### config.mk
export PLATFORM = sky130hd
export DESIGN_NAME = sseg_scan_driver
export DESIGN_NICKNAME = d
export VERILOG_FILES = /design/src/rtl/sseg_pkg.sv /design/src/rtl/hex_to_sseg.sv /design/src/rtl/sseg_scan_driver.sv
export SDC_FILE = /design/constraint.sdc
export NUM_CORES = 1
export LEC_CHECK = 0
export CORE_UTILIZATION = 45
export DETAILED_ROUTE_END_ITERATION = 7
export GPL_TIMING_DRIVEN = 0
export PLACE_DENSITY = 0.68
export REMOVE_ABC_BUFFERS = 1
export SLEW_MARGIN = 20
export SYNTH_ARGS = -nofsm -noshare
export SYNTH_HDL_FRONTEND = slang
export SYNTH_SLANG_ARGS = --single-unit
### constraint.sdc
create_clock -name clk -period 6.5 [get_ports clk]
set_clock_uncertainty 0.1 [all_clocks]
set_input_delay 1.3 -clock clk [delete_from_list [all_inputs] [get_ports clk]]
set_output_delay 1.3 -clock clk [all_outputs]
set_load 0.02 [all_outputs]
### src/rtl/sseg_pkg.sv
// Shared constants for the seven-segment scan driver: digit count,
// "all off" patterns for the active-low pins and the hex segment table.
package sseg_pkg;

    localparam int NDIG = 4;

    // Active-low: a one turns a segment/anode off.
    localparam logic [6:0] SEG_OFF = 7'b1111111;
    localparam logic [3:0] AN_OFF  = 4'b1111;

    // Segment codes in a..g order (bit 6 = a, bit 0 = g), active-low.
    // Ascending index range so the leftmost literal is entry 0.
    localparam logic [0:15][6:0] SEG_CODE = {
        7'b0000001,  // 0
        7'b1001111,  // 1
        7'b0010010,  // 2
        7'b0000110,  // 3
        7'b1001100,  // 4
        7'b0100100,  // 5
        7'b0100000,  // 6
        7'b0001111,  // 7
        7'b0000000,  // 8
        7'b0000100,  // 9
        7'b0001000,  // A
        7'b1100000,  // b
        7'b0110001,  // C
        7'b1000010,  // d
        7'b0110000,  // E
        7'b0111000   // F
    };

    function automatic logic [6:0] seg_lookup(input logic [3:0] hex);
        return SEG_CODE[hex];
    endfunction

endpackage

### src/rtl/hex_to_sseg.sv
// Combinational hex nibble to active-low seven-segment pattern.
// seg_o[0] is segment a, seg_o[6] is segment g.
module hex_to_sseg
    import sseg_pkg::*;
(
    input  logic [3:0] hex_i,
    output logic [0:6] seg_o
);

    // Table bit 6 (segment a) lands on seg_o[0].
    assign seg_o = seg_lookup(hex_i);

endmodule

### src/rtl/sseg_scan_driver.sv
// Four-digit common-anode scan driver. A divider paces digit slots, the
// display word is latched only at frame start so digits never tear, and
// SSeg/An/frame are registered so the pins change only on slot boundaries.
module sseg_scan_driver
    import sseg_pkg::*;
#(
    parameter int DIV_CNT = 50000,
    parameter bit LZB     = 1'b0
) (
    input  logic                  clk,
    input  logic                  rst,
    input  logic [4*NDIG-1:0]     num,
    input  logic                  upd,
    input  logic [NDIG-1:0]       blank,
    output logic [0:6]            SSeg,
    output logic [NDIG-1:0]       An,
    output logic                  frame
);

    localparam int DIV_W = (DIV_CNT > 2) ? $clog2(DIV_CNT) : 1;
    localparam logic [DIV_W-1:0] DIV_LAST = DIV_W'(DIV_CNT - 1);

    logic [DIV_W-1:0]  div_q,   div_d;
    logic [1:0]        idx_q,   idx_d;
    logic [4*NDIG-1:0] disp_q,  disp_d;
    logic              pend_q,  pend_d;
    logic [0:6]        seg_q,   seg_d;
    logic [NDIG-1:0]   an_q,    an_d;
    logic              frame_q, frame_d;

    logic              tick;
    logic              frame_start;
    logic              load;
    logic [3:0]        nib;
    logic [0:6]        dec_seg;
    logic [NDIG-1:0]   lz_mask;
    logic              digit_off;

    // Leading-zero mask for the word that will be on display after this
    // cycle: digit k is suppressible when nibbles k..3 are all zero.
    // Digit 0 always shows, so a zero word still reads "0".
    generate
        for (genvar gi = 0; gi < NDIG; gi++) begin : g_lz
            if (gi == 0) begin : g_first
                assign lz_mask[gi] = 1'b0;
            end else begin : g_upper
                assign lz_mask[gi] = LZB && (disp_d[4*NDIG-1:4*gi] == '0);
            end
        end
    endgenerate

    // Decode the nibble for the slot being entered, using the value being
    // loaded this cycle so a fresh word shows on digit 0 immediately.
    assign nib = disp_d[{idx_d, 2'b00} +: 4];

    hex_to_sseg u_dec (
        .hex_i (nib),
        .seg_o (dec_seg)
    );

    // Next-state logic for divider, index, update latch and output registers.
    always_comb begin
        tick        = (div_q == DIV_LAST);
        div_d       = tick ? '0 : div_q + DIV_W'(1);
        idx_d       = tick ? idx_q + 2'd1 : idx_q;
        frame_start = tick && (idx_q == 2'd3);
        // A request in the loading cycle itself is consumed by this load.
        load        = frame_start && (pend_q || upd);
        disp_d      = load ? num : disp_q;
        pend_d      = load ? 1'b0 : (pend_q || upd);

        // blank is sampled only here, so a mid-slot change waits for the tick.
        digit_off   = blank[idx_d] || lz_mask[idx_d];

        seg_d       = seg_q;
        an_d        = an_q;
        if (tick) begin
            seg_d = digit_off ? SEG_OFF : dec_seg;
            an_d  = digit_off ? AN_OFF  : ~(NDIG'(1) << idx_d);
        end
        frame_d     = frame_start;
    end

    // State and output registers; reset darkens the display immediately.
    always_ff @(posedge clk or negedge rst) begin
        if (!rst) begin
            div_q   <= '0;
            idx_q   <= 2'd3;
            disp_q  <= '0;
            pend_q  <= 1'b0;
            seg_q   <= SEG_OFF;
            an_q    <= AN_OFF;
            frame_q <= 1'b0;
        end else begin
            div_q   <= div_d;
            idx_q   <= idx_d;
            disp_q  <= disp_d;
            pend_q  <= pend_d;
            seg_q   <= seg_d;
            an_q    <= an_d;
            frame_q <= frame_d;
        end
    end

    assign SSeg  = seg_q;
    assign An    = an_q;
    assign frame = frame_q;

endmodule

==> results.py <==
metrics = {
    "run_status": {
        "status": "finished, final reports clean",
    },
    "placed_design": {
        "portBuffers": 34,
        "gp_congestion": 0.844,
        "hpwlAfterDp_mm": 3.49,
        "postPlaceCellArea_um2": 2860,
        "place_worst_setup_slack_ns": 2.06,
    },
    "global_routing": {
        "grt_util_all_layers_pct": 19.1,
        "grt_first_pass_wirelength_mm": 8.70,
        "grt_pass1_vias": 1817,
        "grt_max_degree": 36,
        "antenna_found_initial": 0,
        "grt_overflow": 0,
    },
    "floorplanning": {
        "num_rows": 26,
        "fp.dieW_um": 76.4,
        "chipHeight_um": 76.4,
        "initial_core_util_pct": 47.8,
        "core_um2": 5200,
        "die_area_um2": 5830,
        "io_pins": 35,
    },
    "power_and_ir_drop": {
        "p_seq_share_pct": 54.5,
        "ir_drop_mv": 0.113,
        "p_sw_uw": 107,
        "p_comb_share_pct": 4.9,
        "p_sw_share_pct": 19.8,
        "leakagePower_uw": 0.00135,
        "p_clk_share_pct": 40.7,
        "power_density_nw_per_um2": 182,
        "p_int_uw": 434,
    },
    "synthesis": {
        "yosysWarnings": 0,
        "avgSynthCellArea_um2": 10.9,
        "postSynthCellCount": 229,
        "synth_ff_type": "dfrtp_1",
        "netlist_area_um2": 2490,
        "ys_ff_latch": 47,
        "synth-edff-count": 0,
        "synthArstFlopShare_pct": 100,
        "synth-seq-area-share_pct": 47.9,
        "yosysUniqueCellTypes": 51,
    },
    "setup_path": {
        "path_class": "in2reg",
        "crit_top_cell": "mux2_2",
        "worstSetupStartpointType": "primary input",
        "worstPathCellList": "clkdlybuf4s50_1 > or2_2 > nand3_4 > mux2_2 > mux2_2 > mux2i_2 > inv_2 > ha_1 > mux2_1 > mux2i_1 > a21oi_1",
        "cp.required_ns": 6.61,
        "critPathCaptureType": "flip-flop",
        "cp_slowest_cell": "or2_2",
        "r2r_slack_ns": 2.52,
        "cpPeakStageDelay_ns": 0.42,
        "arrival_ns": 4.27,
        "critPathMaxFanout": 11,
    },
    "sta": {
        "finalSetupViolations": 0,
        "period_needed_ns": 4.16,
        "setup_slack_ns": 2.34,
        "rsz0062_at_grt": "false",
        "worst_pin_slew_ns": 0.787,
        "fin_tns_setup_ns": 0,
        "hold_viol_final": 0,
        "fin_hold_ws_ns": 0.356,
        "fin_crit_sh_pct": 64.0,
        "final-max-slew-violation-count": 0,
        "slew_headroom_pct": 47.5,
        "fmax_ghz": 0.241,
    },
    "clock_tree": {
        "cts.repair.resized": 0,
        "cts_buffers": 5,
        "cts-root-buf": "clkbuf_8",
        "cts_hold_buf": 0,
        "cts.htree.levels": 2,
        "cts.sinks": 47,
        "cts_tree": "built",
        "clk_latency_ns": 0.29,
        "cts_setup_buffers": 0,
        "clk_pin_slew_ns": 0.09,
        "max-clock-path-buffers": 2,
    },
    "cells_and_area": {
        "fillers": 499,
        "syn2layout_area_growth_pct": 19.7,
        "layout.nets": 291,
        "layout_common_cells": "dfrtp_1, clkdlybuf4s50_1, nor2_1, nand2_1, nand4_1",
        "ff_latch_area_um2": 1190,
        "final_common_cell": "dfrtp_1",
        "final_area_um2": 2980,
        "multiInputGateArea_um2": 1200,
        "drive_gt1_share_pct": 18.0,
        "diodes": 0,
        "final_core_util_pct": 57.3,
    },
    "drt": {
        "drc": 0,
        "num_vias": 1812,
        "vias_per_cell": 5.47,
        "firstDrtPassIters": 4,
        "routedWlPerCell_um": 15.1,
        "drt_iter0_drc": 99,
        "ant_nets": 0,
        "routed_wl_mm": 4.99,
    },
    "worst_hold_path": {
        "hold_path_class": "reg2reg",
    },
    "job": {
        "drv_cap": 0,
    },
}
-- cell type report --
| cell class | count | share of cell area, % |
|---|---|---|
| clock buffer | 6 | 2.77 |
| clock inverter | 2 | 1.17 |
| inverter | 6 | 0.923 |
| multi-input combinational | 165 | 40.3 |
| sequential | 47 | 40.0 |
| tap | 70 | 2.94 |
| timing repair buffer | 35 | 11.9 |
-- through the flow --
step | total power [µW] | instances
after floorplan | 304 | 218
after CTS | 549 | 331
final | 541 | 331
after global placement | 326 | 322
after detailed placement | 327 | 323
after global routing | 563 | 331
-- kinds of logic after synthesis --
| kind of cell | after synthesis | synth area share (%) |
|---|---|---|
| AO/OA/AOI/OAI | 32 | 9.20 |
| XOR/XNOR | 15 | 6.03 |
| adder cells (fa/ha/maj) | 8 | 4.02 |
| buffers and inverters | 17 | 3.92 |
| flip-flops | 47 | 47.9 |
| multiplexers | 17 | 8.84 |
| AND/OR/NAND/NOR | 93 | 20.1 |
-- routing by layer --
layer  up-vias  wire length (µm)  share of wire [%]  global-route usage, %
li1        879                 -                  -                      -
met1       889              2440                 49                   26.6
met2        40              2220                 45                   29.4
met3         4               276                5.5                   4.43
met4         0                52                1.0                   6.35
met5         -                 0                  0                      0
-- critical path: cells and delay by family --
family	cells	cell delay (ns)
AO/OA/AOI/OAI	1	0.09
AND/OR/NAND/NOR	2	0.61
buffers and inverters	2	0.52
adder cells (fa/ha/maj)	1	0.26
multiplexers	5	1.46
-- flip-flops by register name, indices dropped and copies added, names as in the netlist --
signal,flops
An,4
SSeg,7
disp_q,16
div_q,16
frame,1
idx_q,2
pend_q,1
-- worst paths after layout --
| check | from | to | depth (start not counted) |
|---|---|---|---|
| max | upd | SSeg[3] | 11 |
| min in group asynchronous | rst | div_q[0] | 1 |
| min | div_q[0] | div_q[0] | 1 |
| min reg2reg | div_q[0] | div_q[0] | 1 |
| max in group asynchronous | rst | SSeg[2] | 2 |
| max reg2reg | div_q[0] | SSeg[3] | 12 |
-- power by group through the flow --
stage | Clock (µW) | Sequential [µW] | Combinational (µW)
detailed placement | 0 | 300 | 27.1
global route | 239 | 295 | 29.2
floorplan | 0 | 302 | 2.60
finish | 220 | 295 | 26.4
global placement | 0 | 300 | 25.8
CTS | 227 | 295 | 27.4
-- synthesized netlist by cell type, types with 6 or more instances --
library cell	number	area share, %
nand3_1	11	2.2
o21ai_0	12	2.4
xnor2_1	6	2.1
nand2_1	21	3.2
xor2_1	8	2.8
nand4_1	14	3.5
ha_1	8	4.0
mux2_2	7	3.2
nor2_1	23	3.5
dfrtp_1	34	34
and3_1	9	2.3
dfstp_2	13	14
Note: power is estimated with default switching activity, not from simulation.
==> edit, RTL diff (config.mk and constraints unchanged) <==
The parameter `DIV_CNT` goes from 50000 to 25000.
--- a/src/rtl/sseg_scan_driver.sv
+++ b/src/rtl/sseg_scan_driver.sv
@@ -4,7 +4,7 @@
 module sseg_scan_driver
     import sseg_pkg::*;
 #(
-    parameter int DIV_CNT = 50000,
+    parameter int DIV_CNT = 25000,
     parameter bit LZB     = 1'b0
 ) (
     input  logic                  clk,
Function: no difference found for any inputs over 10 cycles, from zero or initial values and one cycle with rst low; that may be too few to reach the edited logic, so the function may still have changed.
==> edit against the original RTL <==
  * Area after synthesis shrank 2.6%
  * Routed wire length is 12% lower
  * Total power up 4.8%
  * Sequential cell count decreased by 1
  * Worst setup slack lost 0.096 ns
  * Combinational power shrank 20%
  * Non-clock buffer count is 1 higher
  * Fmax decreased by 2.3%
  * Final area decreased by 0.25%
  * First-iteration DRC count fell by 3.0%
==> edit: results (changes against the original RTL) <==
clock_tree:
  insertion_delay_ns: 0.30
  clockBufferDepth: 2  # unchanged
  root_buffer: "clkbuf_8"  # unchanged
  postCtsSetupBuffers: 0  # unchanged
  clk_pin_slew_ns: 0.09  # about the same
  htreeDepth: 2  # unchanged
  cts_inserted_buffers: 5  # unchanged
critical_path:
  slowest_delay_ns: 0.55  # was 0.42 ns
  crit_path_start: "upd"  # unchanged
  crit_arrival_ns: 4.39  # was 4.27 ns
  ff2ff_path_depth: 12  # unchanged
  cp_top_family: "multiplexers"  # unchanged
  cp_slowest_cell: "nor3b_4"  # was or2_2
  r2r_slack_ns: 2.64  # was 2.52 ns
  cp-endpoint: "SSeg[5]$_DFFE_PN1N_"  # was SSeg[3]$_DFFE_PN1N_
  worstPathMaxFanout: 12  # was 11
synthesis:
  synthArstFlopShare_pct: 100  # unchanged
  ys_seq_area_share_pct: 48.1  # was 47.9%
  yosysTopAreaCellShare_pct: 34.1  # was 34.2%
  yosysWarnings: 0  # unchanged
  synth_cell_types: 41  # was 51
  synth_commonest_cells: "dfrtp_1 (33), nor2_1 (23), nand2_1 (17), inv_1 (14)"  # was dfrtp_1 (34), nor2_1 (23), nand2_1 (21), nand4_1 (14), dfstp_2 (13)
  synth.area.top_cells: "dfrtp_1 (34%), dfstp_2 (14%), mux2_2 (6.0%)"  # was dfrtp_1 (34%), dfstp_2 (14%), ha_1 (4.0%)
  synthCells: 217  # was 229
finish:
  drive_gt1_share_pct: 19.8  # was 18.0%
  layoutNonFillerInstCount: 322  # was 331
  fill_cells: 458  # was 499
  largest_reg_flops: 16
  nNetsFinal: 282  # was 291
  regMostFlops: "disp_q"
  n_antenna_cell: 0  # unchanged
placed_design:
  dpl.hpwl_mm: 3.13  # was 3.49 mm
  dp_cells: 314  # was 323
  io_buffer_count: 34  # unchanged
  place_congestion: 0.744  # was 0.844
min_path:
  min_delay_path_depth: 2  # was 1
  hold_end: "An[2]$_DFFE_PN1N_"  # was div_q[0]$_DFF_PN0_
  worstHoldStart: "An[2]$_DFFE_PN1N_"  # was div_q[0]$_DFF_PN0_
  worstHoldPathType: "reg -> reg"  # unchanged
global_route:
  antenna_found_initial: 0  # unchanged
  grt_pass1_wl_mm: 7.30  # was 8.70 mm
  grtUsageTotal_pct: 17.3  # was 19.1%
  grt_max_degree: 28  # was 36
sta:
  fin_hold_ws_ns: 0.356  # about the same
  tightest_slew_ns: 0.892  # was 0.787 ns
route:
  drtIter0Drc: 96  # was 99
  vias: 1643  # was 1812
  drtPass1Iterations: 4  # unchanged
  detail_route.wl_per_cell_um: 13.6  # was 15.1 µm
power:
  p_switching_w: 0.000104  # was 0.000107 W
  peakVddDrop_uv: 123  # was 113 µV
  p_leak_nw: 1.31  # was 1.35 nW
run_status:
  outcome: "finished clean"  # unchanged
-- edit: cell types whose count changed after synthesis, sizes merged, moves of 3 or more --
cell   delta
buf       -4
nand3     -6
inv       +8
and3      -8
or3       +3
nand2     -4
o21ai     -8
a21oi     +9
mux4      +5
nor3      +6
nand4    -13
-- edit: layout make-up --
cell class	count	share of cell area, %
timing repair buffer	36	12.3
clock buffer	6	2.78
tap	70	2.94
sequential	46	39.3
clock inverter	2	2.02
multi-input combinational	148	38.9
inverter	14	1.77
-- edit: routing by layer --
metal	share of wire, %	wire (µm)	global-route usage, %
met5	0	0	0
met4	1.7	73	6.17
met3	4.0	175	4.50
met2	44	1940	26.7
met1	50	2190	23.6
-- edit: through the flow --
step	worst slack, ns	cell area (µm²)
after floorplan	2.32	2370
after global placement	1.39	2800
after detailed placement	1.92	2830
after CTS	2.25	2970
after global routing	1.97	2970
final	2.25	2970
-- edit: power by group through the flow --
stage               Combinational [W]  Clock [W]  Sequential, W
floorplan                 0.000000823          0       0.000292
global placement            0.0000205          0       0.000292
detailed placement          0.0000216          0       0.000292
CTS                         0.0000218   0.000268       0.000286
global route                0.0000233   0.000278       0.000286
finish                      0.0000212   0.000259       0.000286
-- edit: cell families (layout without fill, tap and decap cells) --
logic type | Yosys count | after routing | share of synthesized area, %
flops | 46 | 46 | 48.1
simple gates | 74 | 74 | 16.7
mux | 24 | 24 | 13.7
compound gates | 29 | 29 | 7.95
xor+xnor | 13 | 13 | 5.01
fa+ha+maj | 8 | 8 | 4.13
buf+inv | 23 | 58 | 4.39
